## src/rtl/galaxian_input_ctrl_pkg.sv

```systemverilog
// Shared constants for the Galaxian input conditioning stage: PS/2 set-2 scancodes,
// joystick bit positions, the held-key latch record and the coin FSM states.
package galaxian_input_pkg;

  localparam logic [7:0] SC_UP    = 8'h75;
  localparam logic [7:0] SC_DOWN  = 8'h72;
  localparam logic [7:0] SC_LEFT  = 8'h6B;
  localparam logic [7:0] SC_RIGHT = 8'h74;
  localparam logic [7:0] SC_SPACE = 8'h29;
  localparam logic [7:0] SC_CTRL  = 8'h14;
  localparam logic [7:0] SC_F1    = 8'h05;
  localparam logic [7:0] SC_F2    = 8'h06;
  localparam logic [7:0] SC_1     = 8'h16;
  localparam logic [7:0] SC_2     = 8'h1E;
  localparam logic [7:0] SC_5     = 8'h2E;
  localparam logic [7:0] SC_6     = 8'h36;
  localparam logic [7:0] SC_R     = 8'h2D;
  localparam logic [7:0] SC_F     = 8'h2B;
  localparam logic [7:0] SC_D     = 8'h23;
  localparam logic [7:0] SC_G     = 8'h34;
  localparam logic [7:0] SC_A     = 8'h1C;
  localparam logic [7:0] SC_T     = 8'h2C;

  localparam int JOY_RIGHT  = 0;
  localparam int JOY_LEFT   = 1;
  localparam int JOY_DOWN   = 2;
  localparam int JOY_UP     = 3;
  localparam int JOY_FIRE   = 4;
  localparam int JOY_START1 = 5;
  localparam int JOY_START2 = 6;
  localparam int JOY_COIN   = 7;

  typedef enum logic [1:0] {IDLE, PULSE, GAP} coin_state_t;

  typedef struct packed {
    logic up;
    logic down;
    logic left;
    logic right;
    logic space;
    logic ctrl;
    logic f1;
    logic one;
    logic f2;
    logic two;
    logic five;
    logic six;
    logic p2_up;
    logic p2_down;
    logic p2_left;
    logic p2_right;
    logic p2_fire;
    logic test;
  } key_latch_t;

endpackage

```

## src/rtl/galaxian_input_ctrl_if.sv

```systemverilog
// Bundle of raw controller inputs and conditioned button outputs between the
// input stage and the core's switch-port packing.
interface galaxian_input_ctrl_if;
  logic [10:0] ps2_key;
  logic [15:0] joy;
  logic [4:0]  p1;
  logic [4:0]  p2;
  logic        start1;
  logic        start2;
  logic        coin;
  logic        test;
  logic        coin_busy;

  modport master (
    output ps2_key, joy,
    input  p1, p2, start1, start2, coin, test, coin_busy
  );

  modport slave (
    input  ps2_key, joy,
    output p1, p2, start1, start2, coin, test, coin_busy
  );
endinterface

```

## src/rtl/galaxian_input_ctrl_coin_pulse_gen.sv

```systemverilog
// Turns coin request edges into fixed-width, fixed-gap pulses, queueing up to
// COIN_QMAX extra requests so the polled Z80 coin routine sees every coin once.
module coin_pulse_gen
  import galaxian_input_pkg::*;
#(
  parameter int COIN_PULSE = 1200000,
  parameter int COIN_GAP   = 1200000,
  parameter int COIN_QMAX  = 3
) (
  input  logic clk_sys,
  input  logic reset,
  input  logic coin_raw,
  output logic coin,
  output logic coin_busy
);

  localparam int CNT_MAX = (COIN_PULSE > COIN_GAP) ? COIN_PULSE : COIN_GAP;
  localparam int CW      = (CNT_MAX > 1) ? $clog2(CNT_MAX) : 1;
  localparam int PW      = $clog2(COIN_QMAX + 1);

  coin_state_t   state;
  logic [CW-1:0] cnt;
  logic [PW-1:0] pend;
  logic [PW-1:0] pend_nxt;
  logic          raw_q;
  logic          req;
  logic          to_pulse;
  logic          idle_nxt;

  assign req = coin_raw & ~raw_q;

  always_comb begin
    to_pulse = 1'b0;
    case (state)
      IDLE:    to_pulse = (pend != '0) || req;
      GAP:     to_pulse = (cnt == '0) && (pend != '0);
      default: to_pulse = 1'b0;
    endcase

    idle_nxt = !to_pulse && ((state == IDLE) || ((state == GAP) && (cnt == '0)));

    // A request consumed in the same cycle it launches a pulse leaves pend as is.
    pend_nxt = pend;
    if (req && !to_pulse && (pend != PW'(COIN_QMAX)))
      pend_nxt = pend + PW'(1);
    else if (!req && to_pulse)
      pend_nxt = pend - PW'(1);
  end

  always_ff @(posedge clk_sys) begin
    if (reset) begin
      state     <= IDLE;
      cnt       <= '0;
      pend      <= '0;
      coin      <= 1'b0;
      coin_busy <= 1'b0;
      // NOTE: reset to 1 so a coin held through reset is not seen as a new edge.
      raw_q     <= 1'b1;
    end else begin
      raw_q     <= coin_raw;
      pend      <= pend_nxt;
      coin_busy <= !idle_nxt || (pend_nxt != '0);
      if (to_pulse) begin
        state <= PULSE;
        cnt   <= CW'(COIN_PULSE - 1);
        coin  <= 1'b1;
      end else begin
        case (state)
          PULSE: begin
            if (cnt == '0) begin
              state <= GAP;
              cnt   <= CW'(COIN_GAP - 1);
              coin  <= 1'b0;
            end else begin
              cnt <= cnt - CW'(1);
            end
          end
          GAP: begin
            if (cnt == '0) begin
              state <= IDLE;
              cnt   <= '0;
            end else begin
              cnt <= cnt - CW'(1);
            end
          end
          default: ;
        endcase
      end
    end
  end

endmodule

```

## src/rtl/galaxian_input_ctrl.sv

```systemverilog
// Galaxian input conditioning: PS/2 key events become held-button latches, merged
// with the joystick word into registered active-high controls plus a shaped coin.
module galaxian_input_ctrl
  import galaxian_input_pkg::*;
#(
  parameter int COIN_PULSE = 1200000,
  parameter int COIN_GAP   = 1200000,
  parameter int COIN_QMAX  = 3
) (
  input  logic              clk_sys,
  input  logic              reset,
  galaxian_input_ctrl_if.slave io
);

  key_latch_t keys;
  logic       old_tog;
  logic       key_event;
  logic       pressed;
  logic       ext;
  logic [7:0] code;
  logic       coin_raw;
  logic       unused_joy_hi;

  assign pressed       = io.ps2_key[9];
  assign ext           = io.ps2_key[8];
  assign code          = io.ps2_key[7:0];
  assign key_event     = io.ps2_key[10] != old_tog;
  assign unused_joy_hi = ^io.joy[15:8];

  // old_tog tracks the strobe even in reset, so a stale toggle is absorbed.
  always_ff @(posedge clk_sys) begin
    old_tog <= io.ps2_key[10];
    if (reset) begin
      keys <= '0;
    end else if (key_event) begin
      case (code)
        SC_UP:    keys.up    <= pressed;
        SC_DOWN:  keys.down  <= pressed;
        SC_LEFT:  keys.left  <= pressed;
        SC_RIGHT: keys.right <= pressed;
        default: begin
          if (!ext) begin
            case (code)
              SC_SPACE: keys.space    <= pressed;
              SC_CTRL:  keys.ctrl     <= pressed;
              SC_F1:    keys.f1       <= pressed;
              SC_1:     keys.one      <= pressed;
              SC_F2:    keys.f2       <= pressed;
              SC_2:     keys.two      <= pressed;
              SC_5:     keys.five     <= pressed;
              SC_6:     keys.six      <= pressed;
              SC_R:     keys.p2_up    <= pressed;
              SC_F:     keys.p2_down  <= pressed;
              SC_D:     keys.p2_left  <= pressed;
              SC_G:     keys.p2_right <= pressed;
              SC_A:     keys.p2_fire  <= pressed;
              SC_T:     keys.test     <= pressed;
              default: ;
            endcase
          end
        end
      endcase
    end
  end

  always_ff @(posedge clk_sys) begin
    if (reset) begin
      io.p1     <= '0;
      io.p2     <= '0;
      io.start1 <= 1'b0;
      io.start2 <= 1'b0;
      io.test   <= 1'b0;
    end else begin
      io.p1     <= {keys.space | keys.ctrl, keys.up, keys.down, keys.left, keys.right}
                   | io.joy[JOY_FIRE:JOY_RIGHT];
      io.p2     <= {keys.p2_fire, keys.p2_up, keys.p2_down, keys.p2_left, keys.p2_right}
                   | io.joy[JOY_FIRE:JOY_RIGHT];
      io.start1 <= keys.f1 | keys.one | io.joy[JOY_START1];
      io.start2 <= keys.f2 | keys.two | io.joy[JOY_START2];
      io.test   <= keys.test;
    end
  end

  assign coin_raw = keys.five | keys.six | io.joy[JOY_COIN];

  coin_pulse_gen #(
    .COIN_PULSE (COIN_PULSE),
    .COIN_GAP   (COIN_GAP),
    .COIN_QMAX  (COIN_QMAX)
  ) u_coin (
    .clk_sys   (clk_sys),
    .reset     (reset),
    .coin_raw  (coin_raw),
    .coin      (io.coin),
    .coin_busy (io.coin_busy)
  );

endmodule
```

## src/flat_wrapper.sv

```systemverilog
// flat-port wrapper written by rule: the top's interface ports become plain ports
module galaxian_input_ctrl_flat import galaxian_input_pkg::*;
#(
  parameter int COIN_PULSE = 1200000,
  parameter int COIN_GAP   = 1200000,
  parameter int COIN_QMAX  = 3
)
  (clk_sys, reset, io_ps2_key, io_joy, io_p1, io_p2, io_start1, io_start2, io_coin, io_test, io_coin_busy);
  galaxian_input_ctrl_if io_i ();
  input  logic clk_sys;
  input  logic reset;
  input wire logic [$bits(io_i.ps2_key)-1:0] io_ps2_key;
  input wire logic [$bits(io_i.joy)-1:0] io_joy;
  output wire logic [$bits(io_i.p1)-1:0] io_p1;
  output wire logic [$bits(io_i.p2)-1:0] io_p2;
  output wire logic [$bits(io_i.start1)-1:0] io_start1;
  output wire logic [$bits(io_i.start2)-1:0] io_start2;
  output wire logic [$bits(io_i.coin)-1:0] io_coin;
  output wire logic [$bits(io_i.test)-1:0] io_test;
  output wire logic [$bits(io_i.coin_busy)-1:0] io_coin_busy;
  assign io_i.ps2_key = io_ps2_key;
  assign io_i.joy = io_joy;
  assign io_p1 = io_i.p1;
  assign io_p2 = io_i.p2;
  assign io_start1 = io_i.start1;
  assign io_start2 = io_i.start2;
  assign io_coin = io_i.coin;
  assign io_test = io_i.test;
  assign io_coin_busy = io_i.coin_busy;
  galaxian_input_ctrl #(.COIN_PULSE(COIN_PULSE), .COIN_GAP(COIN_GAP), .COIN_QMAX(COIN_QMAX)) u_core (.clk_sys(clk_sys), .reset(reset), .io(io_i));
endmodule
```

## config.mk

```make
export PLATFORM = sky130hd
export DESIGN_NAME = galaxian_input_ctrl_flat
export DESIGN_NICKNAME = d
export VERILOG_FILES = /design/src/rtl/galaxian_input_ctrl_pkg.sv /design/src/rtl/galaxian_input_ctrl_if.sv /design/src/rtl/galaxian_input_ctrl_coin_pulse_gen.sv /design/src/rtl/galaxian_input_ctrl.sv /design/src/flat_wrapper.sv
export SDC_FILE = /design/constraint.sdc
export NUM_CORES = 1
export LEC_CHECK = 0
export ABC_AREA = 1
export CAP_MARGIN = 10
export CORE_MARGIN = 2
export CORE_UTILIZATION = 57
export DETAILED_ROUTE_END_ITERATION = 6
export DONT_BUFFER_PORTS = 1
export HOLD_SLACK_MARGIN = 0.02
export PLACE_DENSITY_LB_ADDON = 0.12
export SLEW_MARGIN = 5
export SYNTH_ARGS = -nofsm -noshare
export SYNTH_HDL_FRONTEND = slang
export SYNTH_HIERARCHICAL = 1
export SYNTH_SLANG_ARGS = --single-unit
```

## constraint.sdc

```tcl
create_clock -name clk_sys -period 2 [get_ports clk_sys]
set_input_delay 0.6 -clock clk_sys [delete_from_list [all_inputs] [get_ports clk_sys]]
set_output_delay 0.6 -clock clk_sys [all_outputs]
set_load 0.01 [all_outputs]
```

==> key figures <==
Worst setup path
  • Critical Path Max Stage Delay: 0.36 ns
  • Critical path arrival: 2.12 ns
  • Crit Path Max Fanout: 15
  • Setup crit start kind: flop
  • WP data required: 2.29 ns
  • Crit-path most repeated cell: inv_1
  • Slowest CP cell: or3_1
  • Crit Path Class: reg2reg
  • CP delay by family, top: simple AND/OR/NAND/NOR gates
  • CP Capture Type: flop
  • Critical Path, Cell by Cell: or3_1 > inv_1 > nor2_1 > o21ai_2 > nand3b_1 > buf_4 > inv_1 > nor3_1 > o22ai_1 > nand2_1 > inv_1
  • Worst Path Buf+Inv: 4

Timing
  • Final setup vio count: 0
  • Final worst clock skew: 0.00586 ns
  • Final Hold Vio Count: 0
  • Worst Tran Pin Value: 0.533 ns
  • RSZ-0062 raised after global routing: false
  • Final cycle utilization of the critical path: 91.8%
  • Max Clk Rate: 545 MHz
  • Max Slew Vio Count: 0
  • Relative slew slack: 64.4%
  • Final min period: 1.84 ns

Flow run
  • Max-cap violation count: 0

Route
  • Vias per inst: 5.30
  • DRC Markers: 0
  • Wire per inst: 12.5 microns
  • Initial DRC count: 102
  • ANT nets after route: 0
  • DR pass1 iterations: 5
  • Total Wirelength: 6780 microns
  • DR vias: 2,885

Placement
  • Final HPWL DP: 4920 microns
  • Area post-placement: 0.00339 sq mm
  • Final Wtd Congestion: 0.956
  • Port Buffers: 0

Synth
  • Largest family of logic cells by synthesized area: simple AND/OR/NAND/NOR gates
  • Post-synthesis compound-gate area fraction: 12.2%
  • Average size of a mapped cell: 7.27 sq um
  • Synth top area share: 35.9%
  • Xor/xnor share of the synthesized area: 2.62%
  • Most common cell in the netlist: nor2_1
  • Asr flop ratio synth: 0%
  • Synth top area cells: dfxtp_1 (36%), nor2_1 (10%), nand2_1 (7.6%)
  • EDFF count, synth: 0
  • Synth area leader: dfxtp_1
  • Ys flop type: dfxtp_1
  • Post-synthesis cell count: 460
  • Multiplexer share of the synthesized area: 0%
  • Adder-cell share of the synthesized area: 2.25%
  • Mapped Area: 0.00334 sq mm
  • Net count after synthesis: 495
  • Synth cell types: 44
  • Top post-synthesis cells by count: nor2_1 (93), nand2_1 (68), dfxtp_1 (60), inv_1 (60), nand3_1 (28)
  • Synthesis-stage register bit count: 60
  • Post-Synth Simple-Gate Area: 36.5%
  • Synth warn: 6
  • Register area share after synthesis: 35.9%

Global routing
  • Largest net degree at the start of global routing: 29
  • Vias in the first global route: 2,659
  • Global Route Usage Sum: 23.2%
  • Global route overflow: 0
  • Global-route wire length before repair: 11,600 microns
  • Initial antenna violation count: 0

Floorplan
  • Core area: 0.00557 sq mm
  • FP Rows: 27
  • Die W: 80.6 microns
  • I/O pin count: 44
  • Starting density of the core: 60.0%
  • Die Y: 80.6 microns
  • Die area: 0.00649 sq mm

Final layout
  • Nets: 502
  • Antenna Cells: 0
  • Design area: 0.00365 sq mm
  • Area Growth Syn to Fin: 9.09%
  • Share of post-route cells with drive strength above 1: 18.0%

Clock tree
  • Clock Sinks: 60
  • Inserted Clock Buffers: 9
  • Clock latency on the worst-skew pair: 0.34 ns
  • Root Buffer: clkbuf_8
  • Clk slew on worst S/H paths: 0.07 ns
  • CTS tree: yes
  • Hold Buf Count CTS: 0
  • H-tree depth: 3
  • CTS max path bufs: 2

Pwr
  • Pwr Total: 5.05 mW
  • Maximum vdd drop: 0.000636 V
  • Cell Pwr Density: 1380 mW/mm^2
  • Lkg Pwr: 1.63 nW

Run status
  • Status: finished clean

Hold path
  • Hold crit path type: in2reg
[power breakdown]
| group | internal (mW) | switching, mW | leakage [nW] |
|---|---|---|---|
| Clock | 0.894 | 0.471 | 0.127 |
| Sequential | 1.40 | 0.198 | 0.493 |
| Combinational | 0.769 | 1.31 | 1.02 |
| Total | 3.07 | 1.98 | 1.63 |
[metrics by stage]
| stage | cells | hold WS, ns | setup WS [ns] | utilization [%] | setup TNS [ns] |
|---|---|---|---|---|---|
| finish | 544 | 0.288 | 0.165 | 65.4 | 0 |
| global route | 544 | 0.260 | 0.0209 | 65.4 | 0 |
| CTS | 544 | 0.277 | 0.0615 | 65.3 | 0 |
| detailed placement | 528 | 0.443 | -0.0669 | 60.8 | -0.130 |
| global placement | 528 | 0.440 | 0.0107 | 60.8 | 0 |
| floorplan | 460 | 0.414 | 0.0359 | - | 0 |
[layer usage]
| layer | track usage (%) | vias to the layer above | share of wire (%) |
|---|---|---|---|
| met5 | 0 | - | 0 |
| met4 | 13.6 | 0 | 3.0 |
| met3 | 6.52 | 19 | 4.5 |
| met2 | 38.3 | 67 | 48 |
| met1 | 26.6 | 1321 | 45 |
| li1 | - | 1478 | - |
[state kept, by name (all words and copies together) (netlist names)]
register,count
u_core/io.test,1
u_core/u_coin/coin_busy,1
u_core/u_coin/raw_q,1
u_core/u_coin/cnt,21
u_core/old_tog,1
u_core/u_coin/state,2
u_core/u_coin/coin,1
u_core/keys,18
u_core/u_coin/pend,2
u_core/io.p1,5
u_core/io.start2,1
u_core/io.p2,5
u_core/io.start1,1
[cell families (layout without fill, tap and decap cells)]
group | count (synthesis) | after routing
xor+xnor | 10 | 10
simple gates | 248 | 248
buf+inv | 78 | 90
fa+ha+maj | 6 | 6
flops | 60 | 60
compound gates | 58 | 58
[path summary, 6_finish.rpt]
path	start	endpoint	slack, ns	depth (start not counted)
max	u_core/keys[6]	u_core/u_coin/cnt[20]	0.16	11
min	io_ps2_key[10]	u_core/old_tog	0.29	0
min reg2reg	u_core/keys[0]	u_core/io.test	0.45	2
max reg2reg	u_core/keys[6]	u_core/u_coin/cnt[20]	0.16	11
[timing repair]
action                     in CTS  in global routing
setup endpoints to repair       0                 16
setup buffers                   0                  0
gates resized for setup         0                  3
[placed cells by master (no fill, tap or decap), drive strengths merged, types with 2 or more instances in the layout]
cell / synthesis / layout
or2: 2 / 2
clkbuf: 2 / 12
dfxtp: 60 / 60
nand4: 10 / 10
nor3: 7 / 7
bufinv: 0 / 3
o21ai: 19 / 19
a21oi: 21 / 21
nor2: 109 / 109
xnor2: 7 / 7
ha: 6 / 6
clkinv: 1 / 2
xor2: 3 / 3
inv: 67 / 67
o211ai: 12 / 12
nand2: 80 / 80
buf: 8 / 6
o21bai: 4 / 4
nand3: 37 / 37
[final cells by class]
class                   count  area, sq um
clock buffers              12          155
clock inverters             4         95.1
fillers                   501         1930
inverters                  68          260
multi-input cells         322         1800
flip-flops and latches     60         1200
well taps                  72         90.1
repair buffers              6         45.0
[worst register-to-register path, cell delays in order (launching register included)]
cell and delay [ns]:
dfxtp_1 0.32, or3_1 0.36, inv_1 0.07, nor2_1 0.06, o21ai_2 0.22, nand3b_1 0.12, buf_4 0.21, inv_1 0.11
nor3_1 0.05, o22ai_1 0.15, nand2_1 0.06, inv_1 0.05
No activity file was read; power rests on OpenSTA's default activity.
